## src/rtl/serial_tx_sched_pkg.sv

```systemverilog
// Shared types for the serial transmit scheduler.
// State, line-level and requester-id encodings.
package serial_tx_pkg;

    typedef enum logic [1:0] {
        IDLE  = 2'b00,
        START = 2'b01,
        DATA  = 2'b10,
        STOP  = 2'b11
    } state_e;

    typedef enum logic {
        REQ_A = 1'b0,
        REQ_B = 1'b1
    } req_id_e;

    localparam logic START_BIT = 1'b0;
    localparam logic STOP_BIT  = 1'b1;

endpackage

```

## src/rtl/serial_tx_sched_if.sv

```systemverilog
// Requester/line bundle for the scheduler.
// master = requester side, slave = scheduler side.
interface serial_tx_sched_if #(
    parameter int WIDTH = 10
);
    logic             req_a;
    logic [WIDTH-1:0] data_a;
    logic             req_b;
    logic [WIDTH-1:0] data_b;
    logic             mode;
    logic             grant_a;
    logic             grant_b;
    logic             busy;
    logic             done;
    logic             out;

    modport master (
        output req_a, data_a, req_b, data_b, mode,
        input  grant_a, grant_b, busy, done, out
    );

    modport slave (
        input  req_a, data_a, req_b, data_b, mode,
        output grant_a, grant_b, busy, done, out
    );
endinterface

```

## src/rtl/serial_tx_sched_bit_timer.sv

```systemverilog
// Bit-period timer: one-cycle tick every DIV enabled cycles.
// clr restarts the period so the first bit of a frame is full length.
module bit_timer #(
    parameter int DIV = 4
) (
    input  logic clk,
    input  logic rst,
    input  logic en,
    input  logic clr,
    output logic tick
);
    localparam int CW = (DIV > 1) ? $clog2(DIV) : 1;

    logic [CW-1:0] cnt;

    assign tick = en && (cnt == CW'(DIV - 1));

    always_ff @(posedge clk or posedge rst) begin
        if (rst) begin
            cnt <= '0;
        end else if (clr) begin
            cnt <= '0;
        end else if (en) begin
            cnt <= tick ? '0 : cnt + 1'b1;
        end
    end
endmodule

```

## src/rtl/serial_tx_sched.sv

```systemverilog
// Round-robin two-source scheduler driving a framed serial line.
// Outputs are registered from next-state so they align with the state.
module serial_tx_sched
    import serial_tx_pkg::*;
#(
    parameter int WIDTH = 10,
    parameter int DIV   = 4
) (
    input logic         clk,
    input logic         rst,
    serial_tx_sched_if.slave bus
);
    localparam int BW = (WIDTH > 1) ? $clog2(WIDTH) : 1;

    state_e           state, state_n;
    req_id_e          last, last_n;
    logic [WIDTH-1:0] sreg, sreg_n;
    logic [BW-1:0]    bcnt, bcnt_n;
    logic             order, order_n;
    logic             ga_q, ga_n;
    logic             gb_q, gb_n;
    logic             busy_q, busy_n;
    logic             done_q, done_n;
    logic             out_q, out_n;
    logic             win_a, win_b;
    logic             tick, en, clr;

    assign en  = (state != IDLE);
    assign clr = (state == IDLE) && (ga_q || gb_q);

    bit_timer #(
        .DIV (DIV)
    ) u_timer (
        .clk  (clk),
        .rst  (rst),
        .en   (en),
        .clr  (clr),
        .tick (tick)
    );

    // On contention the source that did not win last time goes first.
    assign win_a = bus.req_a && (!bus.req_b || last == REQ_B);
    assign win_b = bus.req_b && (!bus.req_a || last == REQ_A);

    always_comb begin
        state_n = state;
        last_n  = last;
        sreg_n  = sreg;
        bcnt_n  = bcnt;
        order_n = order;
        ga_n    = 1'b0;
        gb_n    = 1'b0;
        done_n  = 1'b0;
        unique case (state)
            IDLE: begin
                if (ga_q || gb_q) begin
                    state_n = START;
                    sreg_n  = ga_q ? bus.data_a : bus.data_b;
                    order_n = bus.mode;
                end
            end
            START: begin
                if (tick) state_n = DATA;
            end
            DATA: begin
                if (tick) begin
                    if (bcnt == BW'(WIDTH - 1)) begin
                        bcnt_n  = '0;
                        state_n = STOP;
                    end else begin
                        bcnt_n = bcnt + 1'b1;
                        sreg_n = order ? (sreg << 1) : (sreg >> 1);
                    end
                end
            end
            STOP: begin
                if (tick) begin
                    state_n = IDLE;
                    done_n  = 1'b1;
                end
            end
            default: state_n = IDLE;
        endcase

        // A grant pulse is only raised for a cycle that will be IDLE.
        if (state_n == IDLE) begin
            ga_n = win_a;
            gb_n = win_b;
            unique case (1'b1)
                win_a:   last_n = REQ_A;
                win_b:   last_n = REQ_B;
                default: last_n = last;
            endcase
        end

        busy_n = (state_n != IDLE);
        unique case (state_n)
            START:   out_n = START_BIT;
            DATA:    out_n = order_n ? sreg_n[WIDTH-1] : sreg_n[0];
            default: out_n = STOP_BIT;
        endcase
    end

    always_ff @(posedge clk or posedge rst) begin
        if (rst) begin
            state  <= IDLE;
            last   <= REQ_B;
            sreg   <= '0;
            bcnt   <= '0;
            order  <= 1'b0;
            ga_q   <= 1'b0;
            gb_q   <= 1'b0;
            busy_q <= 1'b0;
            done_q <= 1'b0;
            out_q  <= STOP_BIT;
        end else begin
            state  <= state_n;
            last   <= last_n;
            sreg   <= sreg_n;
            bcnt   <= bcnt_n;
            order  <= order_n;
            ga_q   <= ga_n;
            gb_q   <= gb_n;
            busy_q <= busy_n;
            done_q <= done_n;
            out_q  <= out_n;
        end
    end

    assign bus.grant_a = ga_q;
    assign bus.grant_b = gb_q;
    assign bus.busy    = busy_q;
    assign bus.done    = done_q;
    assign bus.out     = out_q;
endmodule

```

## src/flat_wrapper.sv

```systemverilog
// flat-port wrapper written by rule: the top's interface ports become plain ports
module serial_tx_sched_flat import serial_tx_pkg::*;
#(
    parameter int WIDTH = 10,
    parameter int DIV   = 4
)
  (clk, rst, bus_req_a, bus_data_a, bus_req_b, bus_data_b, bus_mode, bus_grant_a, bus_grant_b, bus_busy, bus_done, bus_out);
  serial_tx_sched_if #(.WIDTH(WIDTH)) bus_i ();
  input logic clk;
  input logic rst;
  input wire logic [$bits(bus_i.req_a)-1:0] bus_req_a;
  input wire logic [$bits(bus_i.data_a)-1:0] bus_data_a;
  input wire logic [$bits(bus_i.req_b)-1:0] bus_req_b;
  input wire logic [$bits(bus_i.data_b)-1:0] bus_data_b;
  input wire logic [$bits(bus_i.mode)-1:0] bus_mode;
  output wire logic [$bits(bus_i.grant_a)-1:0] bus_grant_a;
  output wire logic [$bits(bus_i.grant_b)-1:0] bus_grant_b;
  output wire logic [$bits(bus_i.busy)-1:0] bus_busy;
  output wire logic [$bits(bus_i.done)-1:0] bus_done;
  output wire logic [$bits(bus_i.out)-1:0] bus_out;
  assign bus_i.req_a = bus_req_a;
  assign bus_i.data_a = bus_data_a;
  assign bus_i.req_b = bus_req_b;
  assign bus_i.data_b = bus_data_b;
  assign bus_i.mode = bus_mode;
  assign bus_grant_a = bus_i.grant_a;
  assign bus_grant_b = bus_i.grant_b;
  assign bus_busy = bus_i.busy;
  assign bus_done = bus_i.done;
  assign bus_out = bus_i.out;
  serial_tx_sched #(.WIDTH(WIDTH), .DIV(DIV)) u_core (.clk(clk), .rst(rst), .bus(bus_i));
endmodule
```

## config.mk

```make
export PLATFORM = sky130hd
export DESIGN_NAME = serial_tx_sched_flat
export DESIGN_NICKNAME = d
export VERILOG_FILES = /design/src/rtl/serial_tx_sched_pkg.sv /design/src/rtl/serial_tx_sched_if.sv /design/src/rtl/serial_tx_sched_bit_timer.sv /design/src/rtl/serial_tx_sched.sv /design/src/flat_wrapper.sv
export SDC_FILE = /design/constraint.sdc
export NUM_CORES = 1
export LEC_CHECK = 0
export CORE_MARGIN = 1.5
export CORE_UTILIZATION = 62
export CTS_BUF_LIST = sky130_fd_sc_hd__clkbuf_8 sky130_fd_sc_hd__clkbuf_16
export DETAILED_ROUTE_END_ITERATION = 6
export DONT_BUFFER_PORTS = 1
export PLACE_DENSITY = 0.84
export RECOVER_POWER = 25
export SLEW_MARGIN = 20
export SYNTH_ARGS = -nofsm -noshare
export SYNTH_HDL_FRONTEND = slang
export SYNTH_SLANG_ARGS = --single-unit
```

## constraint.sdc

```tcl
create_clock -name clk -period 4.8 [get_ports clk]
set_input_delay 0.96 -clock clk [delete_from_list [all_inputs] [get_ports clk]]
set_output_delay 0.96 -clock clk [all_outputs]
set_load 0.01 [all_outputs]
```

==> results of run 1 <==
-- area by class of cell --
type,count,area [µm²],share of cell area [%]
clock inverter,1,5.00,0.349
sequential,25,628,43.8
tap,27,33.8,2.36
inverter,3,11.3,0.785
multi-input combinational,100,714,49.8
clock buffer,3,41.3,2.88
-- path summary, 6_finish.rpt --
check	slack [ps]	to	start
worst min-delay path	500	u_core.last	u_core.last
worst max-delay path	2800	u_core.bus.out	u_core.u_timer.cnt[0]
max in group asynchronous	3460	u_core.bus.done	rst
min in group asynchronous	780	u_core.bus.busy	rst
worst max register to register	2800	u_core.bus.out	u_core.u_timer.cnt[0]
worst min register to register	500	u_core.last	u_core.last
-- flip-flops by register name (all words and copies together) (netlist names) --
| name | count |
|---|---|
| u_core.u_timer.cnt | 2 |
| u_core.bus.busy | 1 |
| u_core.bcnt | 4 |
| u_core.bus.grant_a | 1 |
| u_core.last | 1 |
| u_core.order | 1 |
| u_core.sreg | 10 |
| u_core.bus.done | 1 |
| u_core.state | 2 |
| u_core.bus.out | 1 |
| u_core.bus.grant_b | 1 |
-- routing by layer --
| metal | vias up | share of wire [%] |
|---|---|---|
| met5 | - | 0 |
| met4 | 0 | 0.70 |
| met3 | 4 | 5.9 |
| met2 | 37 | 45 |
| met1 | 466 | 48 |
| li1 | 491 | - |
-- cells in the mapped netlist, types with 3 or more instances --
master / n / area, µm²
dfrtp_1: 23 / 576
mux2i_1: 16 / 160
nand2_1: 12 / 45.0
a21o_1: 9 / 67.6
o22ai_1: 8 / 50.1
a21oi_1: 7 / 35.0
buf_2: 4 / 20.0
nand3_1: 4 / 20.0
o21ai_0: 4 / 20.0
inv_1: 3 / 11.3
or2_2: 3 / 18.8
xnor2_1: 3 / 26.3
-- logic make-up after synthesis --
group	after synthesis
AOI/OAI and AO/OA	39
xor gates and xnor gates	3
adders and majority gates	1
buffers and inverters	7
DFF	25
muxes	17
and+or+nand+nor	40
-- worst reg2reg max path, stage by stage (launching register included) --
cell and delay [ps]:
dfrtp_1 390, ha_1 350, o21ai_0 280, o211a_1 270
a2111o_1 380, o221a_1 270
-- metrics by stage --
step                instance area, µm²  power [mW]  utilization [%]  hold slack (ps)
floorplan                         1380       0.744                -              463
global placement                  1390       0.804             68.8              476
detailed placement                1390       0.820             68.8              485
CTS                               1440       0.942             71.1              498
global route                      1430        1.01             70.9              531
finish                            1430       0.936             70.9              500
-- power by group through the flow --
| stage | registers (mW) | clock network (mW) | logic, mW |
|---|---|---|---|
| after floorplan | 0.382 | 0 | 0.362 |
| after global placement | 0.442 | 0 | 0.361 |
| after detailed placement | 0.446 | 0 | 0.373 |
| after CTS | 0.443 | 0.125 | 0.375 |
| after global routing | 0.461 | 0.133 | 0.412 |
| final | 0.445 | 0.123 | 0.368 |
==> results.json, run 1 <==
{
  "status": "completed",
  "grt_busiest_layer": "met2",
  "final_common_cell": "dfrtp_1",
  "period_share_pct": 41.7,
  "drtAntennaViolNets": 0,
  "route.vias.total": 998,
  "cpPeakStageDelay_ps": 390,
  "htreeDepth": 1,
  "p_leak_nw": 0.679,
  "fin_ws_ps": 2800,
  "dp_hpwl_um": 1800,
  "grt_pass1_wl_um": 4430,
  "nFillCells": 157,
  "pre_cts_ws_ps": 2840,
  "grt_usage_pct": 23.1,
  "cts_tree": "done",
  "synth_edf_count": 0,
  "hp-class": "reg2reg",
  "skew_ps": 1.14,
  "yosys.cell_types.count": 38,
  "clk_latency_ps": 260,
  "arrival_ps": 2200,
  "drt-wirelength-per-cell_um": 16.1,
  "die_y_um": 50.1,
  "avgSynthCellArea_um2": 10.4,
  "drc": 0,
  "report.final.slew_viol_count": 0,
  "antenna_found_initial": 0,
  "clkPwrFrac_pct": 13.1,
  "cts_num_sinks": 25,
  "period_needed_ps": 2000,
  "swShare_pct": 39.9,
  "viasPerCell": 6.28,
  "worst-path-stages": 5,
  "gr-usage-met2_pct": 36.2,
  "nNetsFinal": 159,
  "pwr-share-seq_pct": 47.5,
  "first_pass_iters": 4,
  "crit_path_max_fanout": 10,
  "hold_depth": 2,
  "clk_pin_slew_worst_paths_ps": 90,
  "drv_cap": 0,
  "rsz0062_at_grt": "false",
  "gr-usage-met1_pct": 32.2,
  "cp-start-kind": "register",
  "critPathCaptureType": "register",
  "muxShareOfSynthArea_pct": 12.7,
  "numCtsBuffers": 3,
  "placed_cells": 155,
  "coreArea_mm2": 0.00202,
  "gr-usage-met3_pct": 4.46,
  "synth_seq_cells": 25,
  "intPower_uw": 562,
  "syn_inst": 132,
  "crit_family": "compound AO/OA/AOI/OAI gates",
  "io_buffer_count": 0,
  "io_pins": 30,
  "drive_above_1_share_pct": 8.33,
  "power.switching_uw": 374,
  "first_global_vias": 1009,
  "crit_chain": "ha_1, o21ai_0, o211a_1, a2111o_1, o221a_1",
  "fmax_mhz": 499,
  "antenna_cells": 0,
  "post_cts_resized": 0,
  "synth_top_family_by_area": "compound AO/OA/AOI/OAI gates",
  "post_synth_instance_area_mm2": 0.00138,
  "crit_required_ps": 5000,
  "grt-ovfl-total": 0,
  "gp_congestion": 0.822,
  "yosys.area_share.xor_xnor_pct": 1.91,
  "comb_power_share_pct": 39.3,
  "fp-row-count": 16,
  "synth_fa_ha_area_share_pct": 0.908,
  "grt_max_degree": 26,
  "setup_viol": 0,
  "instances_no_fill": 159,
  "async_reset_ff_share_pct": 100,
  "routed_wirelength_um": 2560,
  "critical_path_buf_inv_count": 0,
  "final-hold-violation-count": 0,
  "fin_tns_setup_ps": 0,
  "synth_compound_area_share_pct": 19.7,
  "reg2regPathDepth": 5,
  "cpMaxStageDelayCell": "dfrtp_1",
  "synthSimpleGateAreaFrac_pct": 16.9,
  "syn_nets": 158,
  "crit_type": "reg2reg",
  "hold_buffers": 0,
  "yosys_warnings": 0,
  "p_per_area_mw_per_mm2": 653,
  "die_w_um": 50.1,
  "layout_common_cells": "dfrtp_1, mux2i_1, nand2_1",
  "ctsLongestPathBuffers": 2,
  "seq_area_frac_synth_pct": 45.6,
  "clockRootBuffer": "clkbuf_8",
  "die_area_mm2": 0.00251,
  "ir_drop_uv": 448,
  "worst_pin_slew_ps": 922,
  "area_delta_synth_final_pct": 4.09,
  "drtIter0Drc": 14,
  "synth-main-ff-cell": "dfrtp_1",
  "start_util_pct": 68.1,
  "relSlewSlack_pct": 38.5,
  "cts_setup_buffers": 0
}
No activity file was read; power rests on OpenSTA's default activity.
==> run 2: changes to the inputs <==
--- a/config.mk
+++ b/config.mk
@@ -6,11 +6,11 @@
 export NUM_CORES = 1
 export LEC_CHECK = 0
 export CORE_MARGIN = 1.5
-export CORE_UTILIZATION = 62
+export CORE_UTILIZATION = 61
 export CTS_BUF_LIST = sky130_fd_sc_hd__clkbuf_8 sky130_fd_sc_hd__clkbuf_16
 export DETAILED_ROUTE_END_ITERATION = 6
 export DONT_BUFFER_PORTS = 1
-export PLACE_DENSITY = 0.84
+export PLACE_DENSITY = 0.83
 export RECOVER_POWER = 25
 export SLEW_MARGIN = 20
 export SYNTH_ARGS = -nofsm -noshare
==> constraint.sdc (replaced) <==
create_clock -name clk -period 1.85 [get_ports clk]
set_input_delay 0.37 -clock clk [delete_from_list [all_inputs] [get_ports clk]]
set_output_delay 0.37 -clock clk [all_outputs]
set_load 0.01 [all_outputs]
==> run 2 against run 1 <==
Against the previous run: the flow now finishes with violations (negative hold slack); global-route usage up 0.34 points; utilization down 2.9 points; cell area up 3.0%; die area up 1.5%; routed wire length up 3.0%; first-iteration DRC count up 43%; hold slack worse by 500 ps; critical path depth unchanged; maximum frequency up 21%; sequential power up 140%; sequential share of layout area down 1.2 points; setup slack worse by 2600 ps; largest cell class unchanged; largest power group is now combinational cells; highest routed layer unchanged.
==> results.json, run 2 (synthesized netlist as in run 1, its figures left out) <==
{
  "period_needed_ps": 1650,
  "ctsLongestPathBuffers": 2,
  "fp-row-count": 17,
  "relSlewSlack_pct": 55.2,
  "gp_congestion": 0.853,
  "drtIter0Drc": 20,
  "arrival_ps": 1860,
  "fin_tns_setup_ps": 0,
  "hold_ws_ps": -3.86,
  "layout_common_cells": "dfrtp_1, mux2i_1, nand2_1",
  "grt_usage_pct": 23.5,
  "htreeDepth": 1,
  "period_share_pct": 89.3,
  "first_global_vias": 990,
  "drc": 0,
  "cts_num_sinks": 25,
  "hp-class": "in2async",
  "grt_max_degree": 16,
  "clockRootBuffer": "clkbuf_8",
  "first_pass_iters": 4,
  "critPathCaptureType": "register",
  "reg_top3": "u_core.sreg x10, u_core.bcnt x4",
  "final-hold-violation-count": 3,
  "nNetsFinal": 164,
  "largest_reg_flops": 10,
  "coreArea_mm2": 0.00217,
  "drtAntennaViolNets": 0,
  "violations": "negative hold slack",
  "cp-start-kind": "register",
  "start_util_pct": 63.5,
  "setup_viol": 0,
  "drive_above_1_share_pct": 12.4,
  "die_area_mm2": 0.00255,
  "worst_pin_slew_ps": 672,
  "numCtsBuffers": 3,
  "report.final.slew_viol_count": 0,
  "clk_latency_ps": 270,
  "crit_required_ps": 2060,
  "clk_pin_slew_worst_paths_ps": 90,
  "grt-ovfl-total": 0,
  "dp_hpwl_um": 1910,
  "rsz0062_at_grt": "false",
  "crit_path_max_fanout": 4,
  "antenna_found_initial": 0,
  "ir_drop_uv": 1190,
  "crit_type": "reg2reg",
  "antenna_cells": 0,
  "drv_cap": 0,
  "drt-wirelength-per-cell_um": 16.0,
  "top_register": "u_core.sreg",
  "cts_setup_buffers": 0,
  "skew_ps": 6.67,
  "p_leak_nw": 0.699,
  "finalPower_mw": 2.52,
  "cts_tree": "done",
  "die_y_um": 50.5,
  "viasPerCell": 6.35,
  "die_w_um": 50.5,
  "area_delta_synth_final_pct": 7.18,
  "io_buffer_count": 0,
  "crit_start": "u_core.u_timer.cnt[0]",
  "routed_wirelength_um": 2630,
  "rr_startpoint": "u_core.u_timer.cnt[0]",
  "hold_buffers": 0,
  "route.vias.total": 1048,
  "status": "finished with violations",
  "grt_pass1_wl_um": 4400,
  "final_common_cell": "dfrtp_1",
  "fmax_mhz": 605,
  "post_cts_resized": 0,
  "p_per_area_mw_per_mm2": 1710,
  "io_pins": 30
}
## run 2: cell types whose count changed in the layout (fill, tap and decap cells not counted)
cell / change
o21ai_1: +1
buf_4: +4
dfrtp_1: -1
mux2_1: -1
mux2_4: +1
clkinv_2: -1
o21ai_0: -1
clkbuf_1: +1
dfrtp_2: +1
clkinvlp_4: +1
## run 2: metrics by stage
stage                     setup slack (ps)  hold slack (ps)  instances  utilization, %  cell area (µm²)
after floorplan                        155              396        132               -             1380
after global placement                 188              294        161            65.9             1430
after detailed placement               131              314        161            65.9             1430
after CTS                             48.2             12.6        165            68.2             1480
after global routing                   124             48.2        165            68.1             1480
final                                  197            -3.86        165            68.1             1480
## run 2: final cells by class
type | count | area (µm²)
clock buffers | 3 | 41.3
clock inverters | 1 | 7.51
fillers | 182 | 693
inverters | 3 | 11.3
multi-input cells | 100 | 718
flip-flops and latches | 25 | 629
well taps | 28 | 35.0
repair buffers | 5 | 33.8
## run 2: routing by layer
metal  track usage (%)  share of wire [%]  up-vias
met5                 0                  0        -
met4              9.46                1.2        0
met3              5.36                5.1        4
met2              40.4                 47       24
met1              28.4                 46      517
li1                  -                  -      503
## run 2: path summary, 6_finish.rpt
| check | end | slack, ps | cells after the start |
|---|---|---|---|
| hold / removal | u_core.bus.grant_b | -4 | 1 |
| setup / recovery | u_core.bus.out | 200 | 5 |
| hold reg to reg | u_core.last | 510 | 2 |
| min in group clk | u_core.bus.grant_b | 170 | 1 |
| max in group asynchronous | u_core.sreg[2] | 890 | 2 |
| setup reg to reg | u_core.bus.out | 200 | 5 |
## run 2: report_power, final
part | switching, mW | internal (mW) | total [mW]
combinational | 0.549 | 0.556 | 1.11
clock | 0.178 | 0.153 | 0.331
sequential | 0.273 | 0.812 | 1.09
## run 2: worst max-delay path, cell delays in order (launching register included)
cell and delay, ps:
dfrtp_1 380, ha_1 180, o21ai_1 130, o211a_1 260, a2111o_1 380, o221a_1 270
==> run 3: changes to the inputs <==
--- a/config.mk
+++ b/config.mk
@@ -5,12 +5,11 @@
 export SDC_FILE = /design/constraint.sdc
 export NUM_CORES = 1
 export LEC_CHECK = 0
-export CORE_MARGIN = 1.5
 export CORE_UTILIZATION = 61
 export CTS_BUF_LIST = sky130_fd_sc_hd__clkbuf_8 sky130_fd_sc_hd__clkbuf_16
 export DETAILED_ROUTE_END_ITERATION = 6
 export DONT_BUFFER_PORTS = 1
-export PLACE_DENSITY = 0.83
+export PLACE_DENSITY = 0.74
 export RECOVER_POWER = 25
 export SLEW_MARGIN = 20
 export SYNTH_ARGS = -nofsm -noshare
==> run 3 against run 2 <==
Against the previous run: the run now ends clean; hold slack better by 180 ps; final cell count down 0.61%; first-iteration DRC count up 10%; sequential share of layout area about the same; non-clock buffer count unchanged; maximum frequency down 4.7%; utilization up 4.1 points; routed wire length up 3.4%; cell area down 0.17%; sequential cell count unchanged; clock power down 2%; global-route usage up 0.85 points.
==> results.json, run 3 (synthesized netlist as in run 1, its figures left out) <==
{
  "status": "completed",
  "first_global_vias": 1026,
  "crit_path_max_fanout": 12,
  "hold_path.startpoint": "bus_req_b",
  "drtAntennaViolNets": 0,
  "dp_hpwl_um": 1940,
  "fin_ws_ps": 116,
  "antenna_cells": 0,
  "cpMaxStageDelayCell": "dfrtp_1",
  "reg_top3": "u_core.sreg x10, u_core.bcnt x4",
  "nNetsFinal": 164,
  "htreeDepth": 1,
  "io_pins": 30,
  "grt_usage_pct": 24.3,
  "start_util_pct": 67.5,
  "coreArea_mm2": 0.00204,
  "crit_required_ps": 2050,
  "crit_chain": "o21ai_0, o211a_1, a2111o_1, o221a_1",
  "die_area_mm2": 0.00245,
  "layout_common_cells": "dfrtp_1, mux2i_1, nand2_1",
  "period_needed_ps": 1730,
  "rr_startpoint": "u_core.state[1]",
  "die_y_um": 49.5,
  "cpPeakStageDelay_ps": 550,
  "critPathCaptureType": "register",
  "fin_area_mm2": 0.00147,
  "gp_congestion": 0.783,
  "drc": 0,
  "largest_reg_flops": 10,
  "period_share_pct": 93.7,
  "drt-wirelength-per-cell_um": 16.6,
  "grt-ovfl-total": 0,
  "ctsLongestPathBuffers": 2,
  "r2r_slack_ps": 120,
  "fin_tns_setup_ps": 0,
  "report.final.slew_viol_count": 0,
  "rsz0062_at_grt": "false",
  "ir_drop_uv": 1120,
  "hold_buffers": 0,
  "drtIter0Drc": 22,
  "io_buffer_count": 0,
  "hold_end": "u_core.bus.grant_a",
  "postLayoutCoreUtil_pct": 72.2,
  "post_cts_resized": 0,
  "area_delta_synth_final_pct": 6.99,
  "fp-row-count": 16,
  "routed_wirelength_um": 2720,
  "route.vias.total": 1052,
  "hp-class": "in2reg",
  "antenna_found_initial": 0,
  "hold_depth": 1,
  "skew_ps": 3.13,
  "cp-start-kind": "register",
  "relSlewSlack_pct": 14.7,
  "numCtsBuffers": 3,
  "crit_type": "reg2reg",
  "die_w_um": 49.5,
  "grt_max_degree": 26,
  "final-hold-violation-count": 0,
  "crit_family": "compound AO/OA/AOI/OAI gates",
  "arrival_ps": 1940,
  "clk_pin_slew_worst_paths_ps": 90,
  "pre_cts_ws_ps": 106,
  "final_common_cell": "dfrtp_1",
  "drv_cap": 0,
  "first_pass_iters": 4,
  "p_leak_nw": 0.700,
  "setup_viol": 0,
  "cts_num_sinks": 25,
  "drive_above_1_share_pct": 11.7,
  "viasPerCell": 6.41,
  "p_per_area_mw_per_mm2": 1700,
  "reg2regPathDepth": 4,
  "top_register": "u_core.sreg",
  "reg2reg_to": "u_core.bus.out",
  "cts_setup_buffers": 0,
  "clk_latency_ps": 270,
  "grt_pass1_wl_um": 4530,
  "fmax_mhz": 577,
  "cts_tree": "done",
  "clockRootBuffer": "clkbuf_8",
  "placed_cell_area_mm2": 0.00143,
  "worst_pin_slew_ps": 1280,
  "critical_path_buf_inv_count": 0
}
==> run 3: cell counts in the layout (fill, tap and decap cells not counted) <==
Identical to the previous run, type by type.
==> run 3: through the flow <==
stage	cells	hold WS, ps	total power, mW
global route	164	159	2.69
global placement	160	326	2.14
detailed placement	160	340	2.19
finish	164	178	2.51
CTS	164	42.0	2.51
floorplan	132	396	1.93
==> run 3: layout make-up <==
class,instances,area (µm²)
sequential,25,628
fill,156,568
tap,27,33.8
clock inverter,1,7.51
inverter,3,11.3
multi-input combinational,100,718
clock buffer,3,41.3
timing repair buffer,5,33.8
==> run 3: where the power goes <==
| group | leakage, nW | internal [mW] | switching (mW) |
|---|---|---|---|
| Sequential | 0.310 | 0.809 | 0.277 |
| Combinational | 0.368 | 0.553 | 0.548 |
| Clock | 0.0217 | 0.152 | 0.173 |
| Total | 0.700 | 1.51 | 0.997 |
==> run 3: layer usage <==
layer / vias up / global-route usage, % / share of wire [%]
met4: 0 / 10.5 / 1.9
met5: - / 0 / 0
met3: 4 / 3.09 / 5.0
li1: 502 / - / -
met1: 511 / 31.4 / 46
met2: 35 / 40.8 / 47
==> run 3: worst max path at each step <==
stage / to / cells past startpoint / from / slack [ps]
global placement: u_core.bus.out / 4 / u_core.state[1] / 170
detailed placement: u_core.bus.out / 4 / u_core.state[1] / 110
CTS: u_core.bus.out / 4 / u_core.state[1] / 100
finish: u_core.bus.out / 4 / u_core.state[1] / 120
floorplan: u_core.bus.out / 6 / u_core.u_timer.cnt[0] / 160
global route: u_core.bus.out / 4 / u_core.state[1] / 10
